### src/rtl/aes_shiftmix_stage.sv
// AES round middle stage: ShiftRows then (unless in_last) MixColumns, registered with valid/ready.
// Define AES_SHIFTMIX_SKID_EN for a 2-entry buffer with a registered in_ready.
module aes_shiftmix_stage (
    input  logic         clk,
    input  logic         rst_n,
    input  logic         in_valid,
    output logic         in_ready,
    input  logic [127:0] in_state,
    input  logic         in_last,
    output logic         out_valid,
    input  logic         out_ready,
    output logic [127:0] out_state,
    output logic         out_last
);

    function automatic logic [7:0] xtime(input logic [7:0] b);
        return {b[6:0], 1'b0} ^ (b[7] ? 8'h1B : 8'h00);
    endfunction

    // Column bytes are packed row 0 in the MSBs.
    function automatic logic [31:0] mix_col(input logic [31:0] col);
        logic [7:0] a0, a1, a2, a3;
        {a0, a1, a2, a3} = col;
        return {xtime(a0) ^ xtime(a1) ^ a1 ^ a2 ^ a3,
                a0 ^ xtime(a1) ^ xtime(a2) ^ a2 ^ a3,
                a0 ^ a1 ^ xtime(a2) ^ xtime(a3) ^ a3,
                xtime(a0) ^ a0 ^ a1 ^ a2 ^ xtime(a3)};
    endfunction

    function automatic logic [127:0] shift_rows(input logic [127:0] s);
        logic [127:0] o;
        o = '0;
        for (int unsigned c = 0; c < 4; c++) begin
            for (int unsigned r = 0; r < 4; r++) begin
                o[127 - 8*(4*c + r) -: 8] = s[127 - 8*(4*((c + r) % 4) + r) -: 8];
            end
        end
        return o;
    endfunction

    logic [127:0] sr_state;
    logic [127:0] mc_state;
    logic [127:0] xf_state;

    always_comb begin
        sr_state = shift_rows(in_state);
        mc_state = {mix_col(sr_state[127:96]), mix_col(sr_state[95:64]),
                    mix_col(sr_state[63:32]),  mix_col(sr_state[31:0])};
        xf_state = in_last ? sr_state : mc_state;
    end

    logic         out_valid_q, out_valid_d;
    logic [127:0] out_state_q, out_state_d;
    logic         out_last_q,  out_last_d;
    logic         accept;
    logic         pop;

    assign out_valid = out_valid_q;
    assign out_state = out_state_q;
    assign out_last  = out_last_q;

`ifdef AES_SHIFTMIX_SKID_EN
    logic         skid_valid_q, skid_valid_d;
    logic [127:0] skid_state_q, skid_state_d;
    logic         skid_last_q,  skid_last_d;
    logic         in_ready_q,   in_ready_d;

    assign in_ready = in_ready_q;

    // in_ready_q mirrors "skid empty", so an accept never coincides with a full skid entry.
    always_comb begin
        out_valid_d  = out_valid_q;
        out_state_d  = out_state_q;
        out_last_d   = out_last_q;
        skid_valid_d = skid_valid_q;
        skid_state_d = skid_state_q;
        skid_last_d  = skid_last_q;
        accept       = in_valid && in_ready_q;
        pop          = out_valid_q && out_ready;
        if (!out_valid_q || pop) begin
            if (skid_valid_q) begin
                out_valid_d  = 1'b1;
                out_state_d  = skid_state_q;
                out_last_d   = skid_last_q;
                skid_valid_d = 1'b0;
            end else begin
                out_valid_d = accept;
                if (accept) begin
                    out_state_d = xf_state;
                    out_last_d  = in_last;
                end
            end
        end else if (accept) begin
            skid_valid_d = 1'b1;
            skid_state_d = xf_state;
            skid_last_d  = in_last;
        end
        in_ready_d = !skid_valid_d;
    end

    always_ff @(posedge clk) begin
        if (!rst_n) begin
            out_valid_q  <= 1'b0;
            out_state_q  <= '0;
            out_last_q   <= 1'b0;
            skid_valid_q <= 1'b0;
            skid_state_q <= '0;
            skid_last_q  <= 1'b0;
            in_ready_q   <= 1'b0;
        end else begin
            out_valid_q  <= out_valid_d;
            out_state_q  <= out_state_d;
            out_last_q   <= out_last_d;
            skid_valid_q <= skid_valid_d;
            skid_state_q <= skid_state_d;
            skid_last_q  <= skid_last_d;
            in_ready_q   <= in_ready_d;
        end
    end
`else
    always_comb begin
        in_ready    = rst_n && (!out_valid_q || out_ready);
        out_valid_d = out_valid_q;
        out_state_d = out_state_q;
        out_last_d  = out_last_q;
        accept      = in_valid && in_ready;
        pop         = out_valid_q && out_ready;
        if (accept) begin
            out_valid_d = 1'b1;
            out_state_d = xf_state;
            out_last_d  = in_last;
        end else if (pop) begin
            out_valid_d = 1'b0;
        end
    end

    always_ff @(posedge clk) begin
        if (!rst_n) begin
            out_valid_q <= 1'b0;
            out_state_q <= '0;
            out_last_q  <= 1'b0;
        end else begin
            out_valid_q <= out_valid_d;
            out_state_q <= out_state_d;
            out_last_q  <= out_last_d;
        end
    end
`endif

endmodule

### config.mk
export PLATFORM = sky130hd
export DESIGN_NAME = aes_shiftmix_stage
export DESIGN_NICKNAME = d
export VERILOG_FILES = /design/src/rtl/aes_shiftmix_stage.sv
export SDC_FILE = /design/constraint.sdc
export NUM_CORES = 1
export LEC_CHECK = 0
export CAP_MARGIN = 0
export CORE_UTILIZATION = 51
export DETAILED_ROUTE_END_ITERATION = 16
export MAX_ROUTING_LAYER = met4
export PLACE_DENSITY_LB_ADDON = 0.25
export RECOVER_POWER = 100
export SYNTH_ARGS = -nofsm -noshare
export SYNTH_HDL_FRONTEND = slang
export SYNTH_SLANG_ARGS = --single-unit
export TNS_END_PERCENT = 1
### constraint.sdc
create_clock -name clk -period 1.8 [get_ports clk]
set_input_delay 0.36 -clock clk [delete_from_list [all_inputs] [get_ports clk]]
set_output_delay 0.36 -clock clk [all_outputs]
set_load 0.005 [all_outputs]
# Word-level counts from Yosys, hierarchy flattened
# Cells that the tools add are included.
[totals]
out_inout_bits = 131
word_cells = 108
regBits = 130
[op_classes]
mux = 19
bitwise_logic = 80
reduce_logical = 6
[ops]
columns = ["op", "n"]
rows = [
  ["XOR 8 bit", 64],
  ["two-way mux 128 bit", 1],
  ["XOR 8 x 5 -> 8 bit", 16],
  ["two-way mux 5 bit", 16],
  ["logical AND 1 bit", 3],
  ["two-way mux 1 bit", 2],
  ["nonzero test 2 bit", 1],
  ["zero test 1 bit", 1],
  ["logical OR 1 bit", 1],
]

# Depth between registers and ports, before layout
[depth]
ltp_word = 7
mapped_depth = 7
depth_no_buf = 4

# Worst setup path before layout
# Ideal clock, no wire load.
[synth_path]
path_type = "input -> register"
from = "input in_state[15]"
to = "register out_state_q[76], in the netlist out_state[76]"
arrival_ns = 1.483
path_buffers = 1
setup_time_ns = 0.133
stages = 5
slack_ns = 0.184
path_cell_list = "buf_2 -> xnor3_1 -> xnor3_1 -> mux2i_1 -> a21oi_1"
[synth_between]
elab_chain_len = 6
[synth_lines]
columns = ["item", "line_no", "text"]
rows = [
  ["start: declaration", "8", "input logic [127:0] in_state,"],
  ["two-way mux 5 bit", "17", "return {b[6:0], 1'b0} ^ (b[7] ? 8'h1B : 8'h00);"],
  ["XOR 8 x 5 -> 8 bit", "17", ""],
  ["XOR 8 bit (3 in a row)", "26", "a0 ^ a1 ^ xtime(a2) ^ xtime(a3) ^ a3,"],
  ["two-way mux 128 bit", "49", "xf_state = in_last ? sr_state : mc_state;"],
  ["end signal: assignment", "144", "out_state_q <= out_state_d;"],
  ["end: declaration", "53", "logic [127:0] out_state_q, out_state_d;"],
]
# No other way between the ends.
# A chain may end at the register's enable or synchronous reset.

# Worst setup path after layout
[layout_path]
from = "input in_state[47]"
to = "register out_state_q[115], in the netlist out_state[115]"
[layout_between]
elab_chain_len = 6
[layout_lines]
columns = ["item", "line_no", "text"]
rows = [
  ["two-way mux 5 bit", "17", ""],
  ["XOR 8 x 5 -> 8 bit", "17", ""],
  ["XOR 8 bit (3 in a row)", "25", "a0 ^ xtime(a1) ^ xtime(a2) ^ a2 ^ a3,"],
  ["two-way mux 128 bit", "49", ""],
]
# No other way between the ends.

==> flow_metrics.env <==
export IMPL_cp_cell_sequence="clkdlybuf4s50_1 -> xnor2_2 -> xnor3_1 -> mux2i_1 -> a21oi_1"
export IMPL_clkLatencyLatePin_ns=0.43
export IMPL_ys_ff_latch=130
export IMPL_fin_nets=1529
export IMPL_yosys_warnings=0
export IMPL_synthArstFlopShare=0
export IMPL_maxSlewHeadroom=0.647
export IMPL_drive_gt1_frac=0.194
export IMPL_startpoint_type="input port"
export IMPL_critPathMaxStageDelay_ns=0.58
export IMPL_worstMarginPinSlew_ns=0.526
export IMPL_io_buffers=263
export IMPL_cts_buffers=17
export IMPL_syn_instance_count=992
export IMPL_skew_ns=0.0104
export IMPL_fin_crit_sh=0.967
export IMPL_dr_first_iter_drc_count=315
export IMPL_num_io_pins=264
export IMPL_multi_input_area_mm2=0.00760
export IMPL_worst_path_buf_inv=1
export IMPL_cts_tree="done"
export IMPL_finalHoldViolCount=0
export IMPL_ff2ff_setup_slack_ns=0.32
export IMPL_die_area_mm2=0.0216
export IMPL_grt_pass1_vias=9127
export IMPL_worstPathMaxFanout=4
export IMPL_hp_class="in -> reg"
export IMPL_cp_end_kind="flop"
export IMPL_wl_per_cell_um=18.2
export IMPL_antenna_found_initial=0
export IMPL_synth_common_cells="130 x dfxtp_1, 129 x xnor3_1, 125 x o21ai_0, 110 x a21oi_1, 106 x mux2i_1"
export IMPL_worstPathArrival_ns=2.05
export IMPL_synth_avg_cell_area_um2=10.8
export IMPL_hpwl_um=22800
export IMPL_synth_area_mm2=0.0107
export IMPL_gp_congestion=0.869
export IMPL_synth_area_leaders="xnor3_1 27%, dfxtp_1 24%, mux2i_1 9.9%"
export IMPL_cp_required_ns=2.11
export IMPL_ys_types=29
export IMPL_track_usage=0.296
export IMPL_synth_top_area_frac=0.271
export IMPL_ant_nets=0
export IMPL_slew_violations=0
export IMPL_p_leak_nw=7.50
export IMPL_power_density_mw_per_mm2=718
export IMPL_path_class="in -> reg"
export IMPL_cts_buffer_depth=2
export IMPL_root_buffer="clkbuf_16"
export IMPL_initial_core_util=0.524
export IMPL_cp_depth=5
export IMPL_reg2regPathDepth=6
export IMPL_clkTransAtPathRegs_ns=0.06
export IMPL_dr_pass1_iters=5
export IMPL_yosysMostFrequentCell="dfxtp_1"
export IMPL_dieHeight_um=147
export IMPL_ys_flop_type="dfxtp_1"
export IMPL_crit_path_end="out_state[115]"
export IMPL_crit_slowest_cell="clkdlybuf4s50_1"
export IMPL_maxCapViolations=0
export IMPL_fillCellCount=1391
export IMPL_r2r_end="out_state[20]"
export IMPL_ctsHtreeMaxLevel=4
export IMPL_grt_max_degree=130
export IMPL_seqCellArea_mm2=0.00260
export IMPL_routed_wl_um=30600
export IMPL_clock_sinks=130
export IMPL_die_w_um=147
export IMPL_area_delta_synth_final_pct=46.1
export IMPL_fmax_ghz=0.574
export IMPL_hold_buffers=0
export IMPL_via_count=8974
export IMPL_synth_edf_count=0
export IMPL_grt_pass1_wl_um=47900
export IMPL_synth_fp_nets=1125
export IMPL_post_route_drc_count=0
export IMPL_ir_drop_v=0.000627
export IMPL_fin_hold_ws_ns=0.236
export IMPL_reg2reg_from="out_valid"
export IMPL_fin_crit_ns=1.74
export IMPL_drt_vias_per_instance=5.34
export IMPL_antenna_cells=0
export IMPL_yosysTopAreaCell="xnor3_1"
export IMPL_grt_ovfl_total=0
export IMPL_status="finished, final reports clean"
export IMPL_rows=52
export IMPL_ys_seq_area_frac=0.243
export IMPL_setup_viol=0
export IMPL_post_route_util=0.766
export IMPL_setup_worst_path_start="in_state[47]"
export IMPL_coreArea_mm2=0.0204
export IMPL_cpLargestDelayFamily="XOR/XNOR gates"
[what timing repair did]
item                       CTS  global route
gates resized for setup      2             2
setup endpoints to repair    2             3
pin swaps                    0             0
setup buffers                0             0
[where the power goes]
part	internal, mW	leakage (nW)	total (mW)	switching [mW]
clock	2.00	0.269	3.38	1.38
combinational	2.86	6.16	4.58	1.73
sequential	3.13	1.08	3.26	0.139
[cells in the final DEF (no fill, tap or decap), types with 9 or more instances in the layout]
master	instances
a21oi_1	110
a31oi_1	16
buf_12	15
buf_4	216
clkbuf_16	17
clkdlybuf4s50_1	258
dfxtp_1	130
mux2i_1	106
nand2_1	42
o21a_1	18
o21ai_0	125
xnor2_1	89
xnor2_2	9
xnor3_1	129
xor2_1	63
xor3_1	16
[final cells by class]
type / count / area share
Clock buffer: 23 / 0.0305
Inverter: 1 / 0.000240
Sequential cell: 130 / 0.166
Tap cell: 270 / 0.0216
Clock inverter: 9 / 0.00520
Timing Repair Buffer: 494 / 0.291
Multi-Input combinational cell: 752 / 0.486
[state kept, by name (all words and copies together) (netlist names)]
name	cells
out_valid	1
out_last	1
out_state	128
[layer usage]
metal,track usage,share of wire,vias to the layer above,wire [µm]
met5,-,0,-,0
met4,0.109,0.028,0,851
met3,0.0559,0.056,71,1720
met2,0.495,0.49,283,15100
met1,0.355,0.42,4337,12900
li1,-,-,4283,-
[cells by family after synthesis]
| group | synth area share |
|---|---|
| mux | 0.101 |
| buf+inv | 0.0486 |
| compound gates | 0.136 |
| xor+xnor | 0.447 |
| flops | 0.243 |
| simple gates | 0.0251 |
[worst reg2reg max path, delay by kind of cell, from the launching register on]
family                 cells  cell delay (ns)
buffers and inverters      2             0.30
AO/OA/AOI/OAI              2             0.37
AND/OR/NAND/NOR            2             0.30
flip-flops                 1             0.37
[how the worst min path moves through the flow]
stage,startpoint,end,cells after the start
floorplan,out_last,out_last,2
global placement,out_last,out_last,2
detailed placement,out_last,out_last,2
CTS,rst_n,out_valid,2
global route,rst_n,out_valid,2
finish,rst_n,out_valid,2
[metrics by stage]
step | TNS (ns) | total power, mW | instance area, µm² | setup slack [ns] | cells
5_1_grt | -0.00267 | 11.7 | 15700 | -0.00267 | 1679
3_3_place_gp | -21.01 | 7.77 | 15100 | -0.355 | 1647
3_5_place_dp | -24.36 | 7.87 | 15100 | -0.365 | 1647
6_report | 0 | 11.2 | 15700 | 0.0589 | 1679
4_1_cts | 0 | 11.3 | 15600 | 0.0296 | 1679
2_1_floorplan | 0 | 6.03 | 10700 | 0.184 | 992
Power figures use the tool's default switching activity.
